`config.mk`:
```
export PLATFORM = sky130hd
export DESIGN_NAME = sample_unpacker_flat
export DESIGN_NICKNAME = d
export VERILOG_FILES = /design/src/rtl/sample_unpacker_if.sv /design/src/rtl/sample_unpacker.sv /design/src/flat_wrapper.sv
export SDC_FILE = /design/constraint.sdc
export NUM_CORES = 1
export LEC_CHECK = 0
export CORE_MARGIN = 1
export CORE_UTILIZATION = 50
export DETAILED_ROUTE_END_ITERATION = 8
export HOLD_SLACK_MARGIN = 0.05
export PLACE_DENSITY_LB_ADDON = 0.25
export RECOVER_POWER = 50
export SLEW_MARGIN = 20
export SYNTH_ARGS = -nofsm -noshare
export SYNTH_HDL_FRONTEND = slang
export SYNTH_SLANG_ARGS = --single-unit
```
`constraint.sdc`:
```
create_clock -name clk_i -period 7.7 [get_ports clk_i]
set_clock_uncertainty 0.1 [all_clocks]
set_input_delay 1.54 -clock clk_i [delete_from_list [all_inputs] [get_ports clk_i]]
set_output_delay 1.54 -clock clk_i [all_outputs]
set_load 0.02 [all_outputs]
```
`src/rtl/sample_unpacker_if.sv`:
```
// Handshake bundle for the sample unpacker: config strobe, packed-word input, unpacked output.
interface sample_unpacker_if;
   logic            cfg_stb_i;
   logic [3:0]      cfg_i;
   logic            in_stb_i;
   logic            in_rdy_o;
   logic [3:0][7:0] d_i;
   logic            stb_o;
   logic            rdy_i;
   logic [3:0][7:0] q_o;

   // Driver side: config source, sample-memory read port and downstream ready.
   modport master (
      output cfg_stb_i, cfg_i, in_stb_i, d_i, rdy_i,
      input  in_rdy_o, stb_o, q_o
   );

   // Unpacker side.
   modport slave (
      input  cfg_stb_i, cfg_i, in_stb_i, d_i, rdy_i,
      output in_rdy_o, stb_o, q_o
   );
endinterface

```
`src/rtl/sample_unpacker.sv`:
```
// Re-expands dense packed 32-bit words (enabled-lane bytes only) into full 4-lane samples.
// Disabled lanes read as zero. An 8-byte buffer absorbs words; one sample leaves per emit.
module sample_unpacker (
   input  logic             clk_i,
   input  logic             rst_in,
   sample_unpacker_if.slave bus
);
   logic [3:0]      cfg_q, cfg_d;
   logic [7:0][7:0] byte_buf_q, byte_buf_d, buf_shift;
   logic [3:0]      cnt_q, cnt_d, cnt_mid;
   logic            stb_q, stb_d;
   logic [3:0][7:0] q_q, q_d, q_sel;
   logic [2:0]      n;
   logic [2:0]      idx;
   logic            in_rdy, accept, loadable, emit;
   logic [6:0]      app_sh;
   logic [63:0]     word_ext, word_mask;

   // Number of enabled lanes, i.e. bytes consumed per sample.
   always_comb begin
      n = 3'(cfg_q[0]) + 3'(cfg_q[1]) + 3'(cfg_q[2]) + 3'(cfg_q[3]);
   end

   // Handshake qualifiers; in_rdy only sees registered state plus the flush strobe.
   always_comb begin
      in_rdy   = (cnt_q <= 4'd4) & ~bus.cfg_stb_i;
      accept   = bus.in_stb_i & in_rdy;
      loadable = ~stb_q | bus.rdy_i;
      emit     = loadable & (n != 3'd0) & (cnt_q >= {1'b0, n});
   end

   // Route the oldest buffered bytes to enabled lanes in ascending lane order.
   always_comb begin
      q_sel = '0;
      idx   = '0;
      for (int k = 0; k < 4; k++) begin
         if (cfg_q[k]) begin
            q_sel[k] = byte_buf_q[idx];
            idx      = idx + 3'd1;
         end
      end
   end

   // Next state: flush beats emit/accept; accept appends after the same-cycle emit shift.
   always_comb begin
      cfg_d      = cfg_q;
      byte_buf_d = byte_buf_q;
      cnt_d      = cnt_q;
      stb_d      = stb_q;
      q_d        = q_q;
      buf_shift  = byte_buf_q;
      cnt_mid    = cnt_q;
      app_sh     = '0;
      word_ext   = '0;
      word_mask  = '0;
      if (bus.cfg_stb_i) begin
         cfg_d      = bus.cfg_i;
         byte_buf_d = '0;
         cnt_d      = '0;
         stb_d      = 1'b0;
      end else begin
         if (loadable) begin
            stb_d = emit;
         end
         if (emit) begin
            q_d       = q_sel;
            buf_shift = byte_buf_q >> {n, 3'b000};
            cnt_mid   = cnt_q - {1'b0, n};
         end
         app_sh     = {cnt_mid, 3'b000};
         word_ext   = 64'(bus.d_i) << app_sh;
         word_mask  = 64'hFFFF_FFFF << app_sh;
         byte_buf_d = buf_shift;
         cnt_d      = cnt_mid;
         // With no lanes enabled, accepted words are simply dropped.
         if (accept && (n != 3'd0)) begin
            byte_buf_d = (buf_shift & ~word_mask) | word_ext;
            cnt_d      = cnt_mid + 4'd4;
         end
      end
   end

   // State registers with asynchronous active-low reset.
   always_ff @(posedge clk_i or negedge rst_in) begin
      if (!rst_in) begin
         cfg_q      <= '0;
         byte_buf_q <= '0;
         cnt_q      <= '0;
         stb_q      <= 1'b0;
         q_q        <= '0;
      end else begin
         cfg_q      <= cfg_d;
         byte_buf_q <= byte_buf_d;
         cnt_q      <= cnt_d;
         stb_q      <= stb_d;
         q_q        <= q_d;
      end
   end

   assign bus.in_rdy_o = in_rdy;
   assign bus.stb_o    = stb_q;
   assign bus.q_o      = q_q;

   // Buffer occupancy must stay within 0..8; a wrap from underflow also lands above 8.
   cnt_bound_a : assert property (@(posedge clk_i) disable iff (!rst_in) cnt_q <= 4'd8);
endmodule

```
`src/flat_wrapper.sv`:
```
// flat-port wrapper written by rule: the top's interface ports become plain ports
module sample_unpacker_flat 
  (clk_i, rst_in, bus_cfg_stb_i, bus_cfg_i, bus_in_stb_i, bus_d_i, bus_rdy_i, bus_in_rdy_o, bus_stb_o, bus_q_o);
  sample_unpacker_if bus_i ();
  input  logic clk_i;
  input  logic rst_in;
  input wire logic [$bits(bus_i.cfg_stb_i)-1:0] bus_cfg_stb_i;
  input wire logic [$bits(bus_i.cfg_i)-1:0] bus_cfg_i;
  input wire logic [$bits(bus_i.in_stb_i)-1:0] bus_in_stb_i;
  input wire logic [$bits(bus_i.d_i)-1:0] bus_d_i;
  input wire logic [$bits(bus_i.rdy_i)-1:0] bus_rdy_i;
  output wire logic [$bits(bus_i.in_rdy_o)-1:0] bus_in_rdy_o;
  output wire logic [$bits(bus_i.stb_o)-1:0] bus_stb_o;
  output wire logic [$bits(bus_i.q_o)-1:0] bus_q_o;
  assign bus_i.cfg_stb_i = bus_cfg_stb_i;
  assign bus_i.cfg_i = bus_cfg_i;
  assign bus_i.in_stb_i = bus_in_stb_i;
  assign bus_i.d_i = bus_d_i;
  assign bus_i.rdy_i = bus_rdy_i;
  assign bus_in_rdy_o = bus_i.in_rdy_o;
  assign bus_stb_o = bus_i.stb_o;
  assign bus_q_o = bus_i.q_o;
  sample_unpacker u_core (.clk_i(clk_i), .rst_in(rst_in), .bus(bus_i));
endmodule
```
Yosys cells after proc, flatten, opt, wreduce, memory -nomap -nowiden
Cells that the tools add are included.

Bits in registers: 105. Bits of input ports: 41. Output and inout port bits: 34. Logic and storage cells: 67.

Add/sub/neg operators: 7. Magnitude comparators: 5. Shift operators: 3. Mux-type cells: 23. Bitwise logic cells: 10. Reduce and logical (&&, ||, !) cells: 4.

Operators by type and width (count): $mux W64 (4); $bmux W8 S3 (3); $and A64 B64 Y64 (1); $not A64 Y64 (1); $or A64 B64 Y64 (1); $shl A32 B7 Y64 (1); $shl A32 B7 Y64 const A (1); $shr A64 B6 Y64 (1); $mux W8 (7); $mux W4 (4); $lt A3 B4 Y1 const B (2); $add A3 B1 Y3 (2); $mux W3 (2); $add A4 B3 Y4 const B (1); $and A1 B1 Y1 (4); $ge A4 B3 Y1 (1); $le A4 B3 Y1 const B (1); $lt A1 B4 Y1 const B (1); $sub A4 B3 Y4 (1); $add A3 B1 Y3 const B (1); $mux W1 (3); $reduce_bool A3 Y1 (1); $add A1 B1 Y2 (1); $add A1 B1 Y2 const B (1); other kinds (5) (6).

Longest topological paths before layout
Word-level depth: 14. Gate-level depth with buffers: 23. Mapped depth without buffers: 17.

Worst setup path before layout
OpenSTA, ideal clock, no wires.

Path kind: reg-to-reg. From: reg u_core.cfg_q[0]. To: reg u_core.byte_buf_q[50] (netlist name). Setup time: 0.138 ns. Data arrival time: 5.811 ns. Setup slack: 1.652 ns. Cell stages (with the launch flop): 22. Path buffers: 7. Clock period less this slack: 6.048 ns. Path through: dfrtp_1 > clkbuf_1 > clkbuf_1 > inv_1 > ha_1 > buf_1 > inv_1 > fa_1 > clkbuf_1 > clkbuf_1 > clkbuf_1 > inv_1 > ha_1 > inv_1 > ha_1 > o21ai_2 > a31oi_4 > mux2i_2 > buf_2 > mux2_2 > a221oi_1 > o32ai_1.

RTL lines: from (decl) (RTL line sample_unpacker.sv:8) `logic [3:0] cfg_q, cfg_d;`; from (signal assigned) (RTL line sample_unpacker.sv:92) `cfg_q <= cfg_d;`; to (signal assigned) (RTL line sample_unpacker.sv:93) `byte_buf_q <= byte_buf_d;`; to (decl) (RTL line sample_unpacker.sv:9) `logic [7:0][7:0] byte_buf_q, byte_buf_d, buf_shift;`.

==> impl_metrics.csv <==
group,metric,value,unit
outcome,status,"finished with violations",
outcome,violations,"capacitance limit, slew limit",
worst_setup_path,end_kind,"flip-flop",
sta,tightest_slew,2470,ps
clocking,clock-sinks,105,
yosys,synth.top_cells.by_area,"dfrtp_1, mux4_2, mux2i_1",
die,coreArea,15400,um^2
yosys,synth-main-ff-cell,"dfrtp_1",
power,p_int,2.12,mW
power,p_comb_frac,0.649,
yosys,async_reset_ff_frac,1.00,
die,die_h,128,um
layout,drive_gt1_frac,0.139,
hold_path,hold_class,"flip-flop to flip-flop",
route,wl_met3,2.31,mm
layout,syn_to_final_growth,14.6,%
layout,fin_area,9100,um^2
clocking,clk_latency,350,ps
yosys,syn_area_per_cell,9.07,um^2
route,highest_layer,"met4",
global_route,grt_max_degree,84,
power,clockPowerShare,0.122,
route,drc,0,
yosys,synth-warning-count,0,
global_route,antenna_found_initial,0,
run,drv_cap,3,
clocking,cts_htree_levels,3,
sta,finalCriticalPeriod,5940,ps
sta,finalSetupViolations,0,
worst_setup_path,cp_cell_sequence,"inv_1 -> ha_1 -> inv_1 -> fa_2 -> inv_1 -> ha_2 -> inv_2 -> ha_1 -> nand3_2 -> a31oi_4 -> buf_4 -> a31oi_1 -> a21oi_1 -> nand2_1 -> a21oi_1",
clocking,clkTransAtPathRegs,70,ps
power,peakVddDrop,0.289,mV
clocking,cts-root-buf,"clkbuf_16",
yosys,yosysUniqueCellTypes,50,
clocking,clockBufferDepth,2,
worst_setup_path,start_kind,"flip-flop",
power,p_sw,1.97,mW
worst_setup_path,critPathArrivalTime,6090,ps
power,p_total,4.09,mW
worst_setup_path,crit_type,"flip-flop to flip-flop",
die,dieArea,16400,um^2
yosys,synth_edf_count,0,
layout,diodes,0,
route,viasPerCell,6.39,
sta,final.setup.tns,0,ps
global_route,grt.total_usage,0.297,
layout,final_nets,958,
clocking,cts_tree,"yes",
global_route,grt_pass1_wl,37.5,mm
die,rows,45,
placed_design,place.gp.congestion,0.903,
power,seqPwrFrac,0.229,
worst_setup_path,cpPeakStageDelay,790,ps
route,drt_iter0_markers,840,
sta,post-route-period-util,0.772,
route,route.met2.wl,10.1,mm
yosys,netlist_instances,876,
yosys,synth_top_cell_by_area,"dfrtp_1",
route,totalWireLength,23.1,mm
clocking,cts_buffers,9,
sta,hold_violations,0,
worst_setup_path,critical_path.max_fanout,83,
power,p_per_area,449,nW/um^2
global_route,grt_overflow,0,
global_route,grt_pass1_vias,6550,
sta,slew_viol_final,156,
route,ant_nets,0,
placed_design,postPlaceCellArea,8810,um^2
placed_design,placed_cells_incl_taps,1109,
route,drt-met1-wl,10.4,mm
die,ioPinCount,75,
worst_setup_path,path_common_cell,"inv_1",
yosys,ys_seq_area_frac,0.331,
sta,max_freq,168,MHz
route,dr.pass1.iters,5,
route,via_count,7187,
die,start_util,0.517,
clocking,hold_buffers,0,
yosys,mappedNetlistArea,7940,um^2
clocking,post_cts.repair.setup_buffers,0,
placed_design,portBuffers,74,
worst_setup_path,cp_num_buf_inv,5,
power,switching_share,0.482,
yosys,ys_seq_elements,105,
worst_setup_path,slowest_stage,"dfrtp_1",
sta,grt_setup_unrepaired,"false",
placed_design,dp.final_hpwl,16.1,mm
power,leakagePower,3.76,nW
yosys,syn-num-nets,925,
worst_setup_path,critPathRequiredTime,7840,ps
clocking,ctsResizeCount,0,
die,die_w,128,um
layout,final_cells,1125,
yosys,synth_top_area_share,0.331,
worst_setup_path,critPathTopFamily,"compound AO/OA/AOI/OAI gates",
sta,slew-limit-headroom,-0.648,
route,wl_per_cell,20.6,um
==> cell usage in the layout, fill, tap and decap left out, types with 2 or more instances in the layout <==
master,n
a211o_1,24
a21o_1,8
a21oi_1,92
a221oi_1,8
a22oi_1,32
a31oi_1,9
and3_1,10
buf_4,17
bufinv_16,2
clkbuf_1,6
clkbuf_16,9
clkdlybuf4s50_1,59
dfrtp_1,105
dlygate4sd3_1,13
ha_1,6
inv_1,11
inv_2,2
mux2_2,41
mux2i_1,66
mux2i_2,2
mux4_2,32
nand2_1,107
nand2b_1,4
nand3_1,4
nor2_1,73
nor2b_1,9
nor3_1,10
nor3_2,4
o211ai_1,17
o21ai_0,74
o21ai_1,6
o21ai_2,2
o31ai_1,8
o32ai_1,16
xnor2_1,3
==> Yosys cell counts, drive strengths merged (24+ instances only) <==
library cell / instances
mux2: 41
a211o: 24
mux2i: 69
dfrtp: 105
nand2: 107
clkbuf: 45
buf: 26
nor2: 74
a21oi: 92
mux4: 32
o21ai: 82
a22oi: 32
==> worst paths after layout <==
| check | startpoint | end | slack, ps | depth (start not counted) |
|---|---|---|---|---|
| worst max-delay path | u_core.cfg_q[0] | u_core.byte_buf_q[62] | 1760 | 15 |
| worst min-delay path | u_core.bus.q_o[19] | u_core.bus.q_o[19] | 370 | 2 |
| worst max register to register | u_core.cfg_q[0] | u_core.byte_buf_q[62] | 1760 | 15 |
| worst min register to register | u_core.bus.q_o[19] | u_core.bus.q_o[19] | 370 | 2 |
| max in group asynchronous | rst_in | u_core.byte_buf_q[19] | 3070 | 2 |
| min in group asynchronous | rst_in | u_core.bus.q_o[7] | 1780 | 1 |
==> cell type report <==
cell class	instances	area [um^2]
inverters	14	52.6
flip-flops and latches	105	2630
well taps	211	264
clock buffers	13	240
repair buffers	93	866
clock inverters	3	65.1
fillers	1371	6270
multi-input cells	686	4990
==> worst register-to-register path: stages, from the launching register on <==
cell     delay, ps
dfrtp_1        790
inv_1          130
ha_1           730
inv_1          120
fa_2           340
inv_1           60
ha_2           180
inv_2          190
ha_1           420
nand3_2        140
a31oi_4        610
buf_4          760
a31oi_1        260
a21oi_1        690
nand2_1        120
a21oi_1        170
==> kinds of logic (layout without fill, tap and decap cells) <==
family                   Yosys count  in the layout  synth area share
AO/OA/AOI/OAI                    304            304             0.244
XOR/XNOR                           6              6           0.00898
adder cells (fa/ha/maj)            8              8            0.0135
buffers and inverters             85            123            0.0440
flip-flops                       105            105             0.331
multiplexers                     142            142             0.237
AND/OR/NAND/NOR                  226            226             0.122
==> through the flow <==
stage | util | hold slack [ps] | setup slack [ps]
2_1_floorplan | - | 435 | 1650
3_3_place_gp | 0.573 | 360 | 2010
3_5_place_dp | 0.573 | 367 | 1810
4_1_cts | 0.593 | 382 | 1800
5_1_grt | 0.592 | 393 | 1330
6_report | 0.592 | 374 | 1760
==> routing by layer <==
layer,global-route usage,up-vias
met3,0.0388,38
met2,0.433,429
met4,0.0824,0
met5,0,-
met1,0.459,3378
li1,-,3342
==> power groups by stage <==
| stage | clock [mW] | sequential [mW] | combinational, mW |
|---|---|---|---|
| 3_3_place_gp | 0 | 0.932 | 2.58 |
| 2_1_floorplan | 0 | 0.953 | 1.90 |
| 5_1_grt | 0.528 | 0.960 | 2.89 |
| 4_1_cts | 0.503 | 0.930 | 2.62 |
| 6_report | 0.498 | 0.938 | 2.65 |
| 3_5_place_dp | 0 | 0.942 | 2.61 |
==> registers in the layout, summed over array words and instances, names as in the netlist <==
name               count
u_core.cnt_q           4
u_core.bus.stb_o       1
u_core.cfg_q           4
u_core.bus.q_o        32
u_core.byte_buf_q     64
Note: power is estimated with default switching activity, not from simulation.
